==> config.mk <==
export PLATFORM = sky130hd
export DESIGN_NAME = sample_logger_flat
export DESIGN_NICKNAME = d
export VERILOG_FILES = /design/src/rtl/sample_logger_pkg.sv /design/src/rtl/sample_logger_if.sv /design/src/rtl/sample_logger.sv /design/src/flat_wrapper.sv
export SDC_FILE = /design/constraint.sdc
export NUM_CORES = 1
export LEC_CHECK = 0
export CORE_ASPECT_RATIO = 0.75
export CORE_UTILIZATION = 36
export CTS_CLUSTER_SIZE = 25
export DETAILED_ROUTE_END_ITERATION = 10
export PLACE_DENSITY = 0.69
export SLEW_MARGIN = 5
export SYNTH_ARGS = -nofsm -noshare
export SYNTH_HDL_FRONTEND = slang
export SYNTH_SLANG_ARGS = --single-unit
==> constraint.sdc <==
create_clock -name clk -period 3 [get_ports clk]
set_input_delay 0.45 -clock clk [delete_from_list [all_inputs] [get_ports clk]]
set_output_delay 0.45 -clock clk [all_outputs]
set_load 0.005 [all_outputs]
==> src/rtl/sample_logger_pkg.sv <==
// sample_logger_pkg
//   Shared definitions for the sample logger.
//   - Default data and address widths, and the memory depth.
//   - The FSM state encoding, which the top module also exposes on its debug port.
package sample_logger_pkg;

  localparam int DATA_WIDTH_DEF = 8;
  localparam int ADDR_WIDTH_DEF = 4;
  localparam int DEPTH_DEF      = 1 << ADDR_WIDTH_DEF;

  typedef enum logic [1:0] {
    IDLE       = 2'd0,
    RD_ISSUE   = 2'd1,
    RD_CAPTURE = 2'd2
  } state_t;

endpackage

==> src/rtl/sample_logger_if.sv <==
// sample_logger_if
//   Bundles the two sample streams of the logger.
//     s_valid/s_data/s_ready : upstream samples into the logger
//     m_valid/m_data/m_ready : samples out of the logger to the packetizer
//
//   Handshake rule for both streams: a word transfers on a rising edge where
//   valid && ready are both high. A producer that raises valid keeps valid and
//   data stable until that edge. A consumer may drive ready freely.
//
//   Modports:
//     slave  : the logger (consumes s_*, produces m_*)
//     master : the environment (produces s_*, consumes m_*)
interface sample_logger_if #(
  parameter int DW = 8
) ();

  logic          s_valid;
  logic [DW-1:0] s_data;
  logic          s_ready;
  logic          m_valid;
  logic [DW-1:0] m_data;
  logic          m_ready;

  modport slave (
    input  s_valid, s_data, m_ready,
    output s_ready, m_valid, m_data
  );

  modport master (
    output s_valid, s_data, m_ready,
    input  s_ready, m_valid, m_data
  );

endinterface

==> src/rtl/sample_logger.sv <==
// sample_logger
//   Write/read sequencer for a 2**ADDR_WIDTH x DATA_WIDTH single-port sample
//   memory. It is used as a circular FIFO: samples are accepted on the upstream
//   stream, written to memory, read back in order and presented on the
//   downstream stream. At most one memory access is issued per cycle.
//
// Ports
//   clk, rst_n     : clock (rising edge) and asynchronous active-low reset
//   clear          : synchronous flush of pointers, FSM, output word, overflow
//   bus            : upstream/downstream sample streams (slave side)
//   mem_addr       : registered memory address
//   mem_data_in    : registered memory write data
//   mem_write      : registered single-cycle write strobe
//   mem_read       : registered single-cycle read strobe
//   mem_data_out   : memory read data, valid from the edge that samples a read
//   count          : entries held in memory (the output register is not counted)
//   full, empty    : count == DEPTH, count == 0
//   overflow       : sticky, set when a sample is offered while full
//   dbg_state      : current FSM state
module sample_logger
  import sample_logger_pkg::*;
#(
  parameter int DATA_WIDTH = DATA_WIDTH_DEF,
  parameter int ADDR_WIDTH = ADDR_WIDTH_DEF
) (
  input  logic                  clk,
  input  logic                  rst_n,
  input  logic                  clear,
  sample_logger_if.slave        bus,
  output logic [ADDR_WIDTH-1:0] mem_addr,
  output logic [DATA_WIDTH-1:0] mem_data_in,
  output logic                  mem_write,
  output logic                  mem_read,
  input  logic [DATA_WIDTH-1:0] mem_data_out,
  output logic [ADDR_WIDTH:0]   count,
  output logic                  full,
  output logic                  empty,
  output logic                  overflow,
  output state_t                dbg_state
);

  localparam int PW = ADDR_WIDTH + 1;
  localparam logic [PW-1:0] DEPTH_P = PW'(1) << ADDR_WIDTH;

  state_t                state_q;
  logic [PW-1:0]         wr_ptr_q;
  logic [PW-1:0]         rd_ptr_q;
  logic                  last_was_write_q;
  logic [ADDR_WIDTH-1:0] mem_addr_q;
  logic [DATA_WIDTH-1:0] mem_data_in_q;
  logic                  mem_write_q;
  logic                  mem_read_q;
  logic                  m_valid_q;
  logic [DATA_WIDTH-1:0] m_data_q;
  logic                  overflow_q;

  logic [PW-1:0] count_w;
  logic          full_w;
  logic          empty_w;
  logic          want_wr;
  logic          want_rd;
  logic          in_idle;
  logic          do_wr;
  logic          do_rd;

  // The extra pointer bit distinguishes full from empty; the subtraction
  // wraps modulo 2**PW.
  assign count_w = wr_ptr_q - rd_ptr_q;
  assign full_w  = (count_w == DEPTH_P);
  assign empty_w = (count_w == '0);

  // A read is only started when the output register is free, so a word
  // captured from memory never overwrites one still waiting downstream.
  assign want_wr = bus.s_valid && !full_w;
  assign want_rd = !empty_w && !m_valid_q;
  assign in_idle = (state_q == IDLE);

  // When both are wanted, alternate so neither stream can starve the other.
  // clear suppresses the accept so a sample is never taken on a flush edge.
  assign do_wr = in_idle && !clear && want_wr && (!want_rd || !last_was_write_q);
  assign do_rd = in_idle && !clear && want_rd && !do_wr;

  always_ff @(posedge clk or negedge rst_n) begin
    if (!rst_n) begin
      state_q          <= IDLE;
      wr_ptr_q         <= '0;
      rd_ptr_q         <= '0;
      last_was_write_q <= 1'b0;
      mem_addr_q       <= '0;
      mem_data_in_q    <= '0;
      mem_write_q      <= 1'b0;
      mem_read_q       <= 1'b0;
      m_valid_q        <= 1'b0;
      m_data_q         <= '0;
      overflow_q       <= 1'b0;
    end else if (clear) begin
      // Memory contents are left alone; an in-flight read is simply dropped.
      state_q          <= IDLE;
      wr_ptr_q         <= '0;
      rd_ptr_q         <= '0;
      last_was_write_q <= 1'b0;
      mem_write_q      <= 1'b0;
      mem_read_q       <= 1'b0;
      m_valid_q        <= 1'b0;
      overflow_q       <= 1'b0;
    end else begin
      // Strobes are single-cycle pulses unless re-armed below.
      mem_write_q <= 1'b0;
      mem_read_q  <= 1'b0;

      if (bus.s_valid && full_w) begin
        overflow_q <= 1'b1;
      end

      if (m_valid_q && bus.m_ready) begin
        m_valid_q <= 1'b0;
      end

      case (state_q)
        IDLE: begin
          if (do_wr) begin
            mem_addr_q       <= wr_ptr_q[ADDR_WIDTH-1:0];
            mem_data_in_q    <= bus.s_data;
            mem_write_q      <= 1'b1;
            wr_ptr_q         <= wr_ptr_q + PW'(1);
            last_was_write_q <= 1'b1;
          end else if (do_rd) begin
            // The word leaves the count as soon as the read is issued.
            mem_addr_q       <= rd_ptr_q[ADDR_WIDTH-1:0];
            mem_read_q       <= 1'b1;
            rd_ptr_q         <= rd_ptr_q + PW'(1);
            last_was_write_q <= 1'b0;
            state_q          <= RD_ISSUE;
          end
        end
        RD_ISSUE: begin
          // The memory samples the read strobe on this edge.
          state_q <= RD_CAPTURE;
        end
        RD_CAPTURE: begin
          m_data_q  <= mem_data_out;
          m_valid_q <= 1'b1;
          state_q   <= IDLE;
        end
        default: begin
          state_q <= IDLE;
        end
      endcase
    end
  end

  assign bus.s_ready  = do_wr;
  assign bus.m_valid  = m_valid_q;
  assign bus.m_data   = m_data_q;
  assign mem_addr     = mem_addr_q;
  assign mem_data_in  = mem_data_in_q;
  assign mem_write    = mem_write_q;
  assign mem_read     = mem_read_q;
  assign count        = count_w;
  assign full         = full_w;
  assign empty        = empty_w;
  assign overflow     = overflow_q;
  assign dbg_state    = state_q;

endmodule

==> src/flat_wrapper.sv <==
// flat-port wrapper written by rule: the top's interface ports become plain ports
module sample_logger_flat import sample_logger_pkg::*;
#(
  parameter int DATA_WIDTH = DATA_WIDTH_DEF,
  parameter int ADDR_WIDTH = ADDR_WIDTH_DEF
)
  (clk, rst_n, clear, mem_addr, mem_data_in, mem_write, mem_read, mem_data_out, count, full, empty, overflow, dbg_state, bus_s_valid, bus_s_data, bus_m_ready, bus_s_ready, bus_m_valid, bus_m_data);
  sample_logger_if #(.DW((8))) bus_i ();
  input  logic clk;
  input  logic rst_n;
  input  logic clear;
  output logic [ADDR_WIDTH-1:0] mem_addr;
  output logic [DATA_WIDTH-1:0] mem_data_in;
  output logic mem_write;
  output logic mem_read;
  input  logic [DATA_WIDTH-1:0] mem_data_out;
  output logic [ADDR_WIDTH:0] count;
  output logic full;
  output logic empty;
  output logic overflow;
  output state_t dbg_state;
  input wire logic [$bits(bus_i.s_valid)-1:0] bus_s_valid;
  input wire logic [$bits(bus_i.s_data)-1:0] bus_s_data;
  input wire logic [$bits(bus_i.m_ready)-1:0] bus_m_ready;
  output wire logic [$bits(bus_i.s_ready)-1:0] bus_s_ready;
  output wire logic [$bits(bus_i.m_valid)-1:0] bus_m_valid;
  output wire logic [$bits(bus_i.m_data)-1:0] bus_m_data;
  assign bus_i.s_valid = bus_s_valid;
  assign bus_i.s_data = bus_s_data;
  assign bus_i.m_ready = bus_m_ready;
  assign bus_s_ready = bus_i.s_ready;
  assign bus_m_valid = bus_i.m_valid;
  assign bus_m_data = bus_i.m_data;
  sample_logger #(.DATA_WIDTH(DATA_WIDTH), .ADDR_WIDTH(ADDR_WIDTH)) u_core (.clk(clk), .rst_n(rst_n), .clear(clear), .bus(bus_i), .mem_addr(mem_addr), .mem_data_in(mem_data_in), .mem_write(mem_write), .mem_read(mem_read), .mem_data_out(mem_data_out), .count(count), .full(full), .empty(empty), .overflow(overflow), .dbg_state(dbg_state));
endmodule
==> metrics <==
status finished, final reports clean; clk slew on worst S/H paths 0.08 ns; total CTS buffers 5; top-count cell post-synth dfrtp_1; DR WL/cell between 10 and 15 um; Root Driver clkbuf_8; Crit path largest cell delay between 0.4 and 0.5 ns; Non-Filler Instances 303; critical path buffer and inverter count 2; Final Setup Violations 0; post-layout util between 50% and 60%; clock power share 16.3%; Pleak roughly 1.2 nW; TritonCTS clock tree built; drt drc 0; YS warnings 0; Comb pwr share between 50% and 60%; Hold Vio Cnt, Final 0; Global Route Usage Sum 15.7%; arrival time at the worst endpoint about 2.5 ns; placed cells 290; Yosys reg bits 37; slew of the pin with the lowest slew margin about 0.81 ns; synth cell count leaders 37 x dfrtp_1, 18 x mux2_2, 9 x nor2_1, 8 x inv_1; Max clock buf depth 2; vias in the first global route ~1.4k; FFs w/ async S/R, synth 100%; synthesized instance count about 160; period utilisation layout between 90% and 100%; Initial Util between 30% and 40%; maximum fanout along the worst path 4; Seq pwr share 27.9%; RSZ-0062 raised after global routing true; Vias/cell approximately 4.7; DRT iter0 DRCs between 80 and 90; DRT Wirelength 4.10 mm; Clock Skew between 0.008 and 0.009 ns; pin count of the biggest net entering global routing 38; Rel. slew slack a little under half; diode count 0; EDFF count, synth 0; H-tree depth 2; layout cells sized above 1 roughly 29%; Post-Route Setup TNS 0 ns; top_reg_cell synth dfrtp_1; Max VDD drop just under 0.5 mV; crit-path leading delay family buffers and inverters; Synth area leaders dfrtp_1 48%, mux2_2 11%, ha_1 3.9%, mux2i_1 3.7%, a211oi_4 2.1%; Crit path required time about 2.6 ns; sequential share of the synthesized area just under 50%; RD Place Congestion 0.731; Setup crit start kind register; M3 GR Usage under 10%; Die Y ~65 um; Sink Count 37; via count 1,425; Net count, final about 260; Mean Syn Cell Area approximately 12 um2; Int Power 1.84 mW; Hold Path Class in -> async; Syn Std Cell Area about 0.0019 mm2; initial antenna violation count 0; Final Max Tran Viols 0; # IOs 55; f_max roughly 340 MHz; first-pass GRT wire length approximately 6.6 mm; Sw Pwr around 0.87 mW; Die Span X 86.2 um; max capacitance violation total 0; Die ar. around 0.0056 mm2; num rows 22; post-synth top area share 48.3%; Setup CP Type reg -> out; fin crit period about 2.9 ns; grt met1 use roughly 22%; Post-DP Area approximately 0.0026 mm2; biggest area consumer among synthesized cells dfrtp_1; GR Util met2 between 20% and 30%; WHS between 0.2 and 0.3 ns; Cell variety after synth 44; GRT Residual Overflow 0; Placement Setup Slack 0.0172 ns; Routed Antenna Nets 0; Port-buffer cells 54; crit-path cells ha_1 > fa_2 > nand2b_4 > a21oi_4 > xnor2_4 > buf_4 > clkdlybuf4s50_1; Mapped Nets approximately 180; Power Dens Cells 975 mW/mm2; placed wire-length estimate between 2 and 3 mm; area added between synthesis and finish 45.3%; TritonRoute pass-1 iters 4; worst-skew pair later-pin latency ~0.28 ns; GR peak layer met2; Final WS setup approximately 0.056 ns; Crit-path slowest cell clkdlybuf4s50_1; core area approximately 0.005 mm2; final instance area 0.00278 mm2; Pwr Total 2.71 mW; Crit. End Element output port; sw frac between 30% and 40%
[worst register-to-register path: cells and delay by family, from the launching register on]
kind	cells	cell delay [ns]
AO/OA/AOI/OAI	3	0.26
adder cells (fa/ha/maj)	2	0.60
XOR/XNOR	1	0.21
flip-flops	1	0.39
buffers and inverters	3	0.49
AND/OR/NAND/NOR	2	0.85
[worst paths after layout]
| kind | from | endpoint | slack (ns) | cells past startpoint |
|---|---|---|---|---|
| max | u_core.rd_ptr_q[0] | count[4] | 0.06 | 7 |
| min | rst_n | u_core.rd_ptr_q[0] | 0.26 | 1 |
| max reg2reg | u_core.rd_ptr_q[0] | u_core.rd_ptr_q[3] | 0.12 | 11 |
| min reg2reg | u_core.mem_data_in[0] | u_core.mem_data_in[0] | 0.51 | 1 |
| max in group asynchronous | rst_n | u_core.wr_ptr_q[2] | 2.23 | 1 |
| min in group clk | u_core.mem_data_in[0] | u_core.mem_data_in[0] | 0.51 | 1 |
[area by class of cell]
type                            count  area, um2
Inverter                            8       30.0
Tap cell                           72       90.1
Multi-Input combinational cell    105        942
Fill cell                         465       2230
Clock inverter                      1       30.0
Timing Repair Buffer               73        679
Sequential cell                    37        926
Clock buffer                        7       86.3
[power by group through the flow]
stage / Combinational (mW) / Clock [mW] / Sequential (mW)
floorplan: 0.673 / 0 / 0.790
global placement: 1.37 / 0 / 0.759
detailed placement: 1.38 / 0 / 0.770
CTS: 1.41 / 0.448 / 0.760
global route: 1.64 / 0.472 / 0.778
finish: 1.52 / 0.441 / 0.757
[per-layer routing]
metal  share of wire [%]  vias to the layer above  routed length [um]
met5                   0                        -                   0
met4                0.71                        0                  29
met3                 7.6                        5                 310
met2                  44                       46                1820
met1                  47                      676                1940
li1                    -                      698                   -
[cells in the final DEF, fill, tap and decap left out, types with 2 or more instances in the layout]
cell type and n:
clkdlybuf4s50_1 50, dfrtp_1 37, mux2_2 18, buf_4 17, nor2_1 9, inv_1 8
nand2_1 7, mux2i_1 7, ha_1 6, clkbuf_8 6, a21oi_1 5, nand3_1 4
o21ai_0 4, nor3b_1 4, nor3_1 3, nand3b_1 2, xor2_1 2, a211oi_4 2
nor4_1 2, a21o_2 2, o31ai_1 2, buf_2 2, buf_6 2
[sequential cells by signal, summed over array words and instances, names as in the netlist]
register / count
u_core.mem_data_in: 8
u_core.mem_read: 1
u_core.bus.m_data: 8
u_core.dbg_state: 2
u_core.mem_addr: 4
u_core.bus.m_valid: 1
u_core.mem_write: 1
u_core.rd_ptr_q: 5
u_core.last_was_write_q: 1
u_core.overflow: 1
u_core.wr_ptr_q: 5
[timing repair]
item | CTS | global route
resized for setup | 5 | 10
hold buffers | 0 | 0
endpoints found under the setup margin | 5 | 6
buffers inserted | 2 | 3
pin swaps | 2 | 4
[cells by family after synthesis]
logic type | Yosys count | synth area share [%]
DFF | 37 | 48.3
AOI/OAI and AO/OA | 21 | 8.75
buffers and inverters | 13 | 4.25
muxes | 25 | 14.2
and+or+nand+nor | 48 | 16.9
adders and majority gates | 7 | 4.96
xor gates and xnor gates | 4 | 2.61
(Power assumes the default switching activity.)
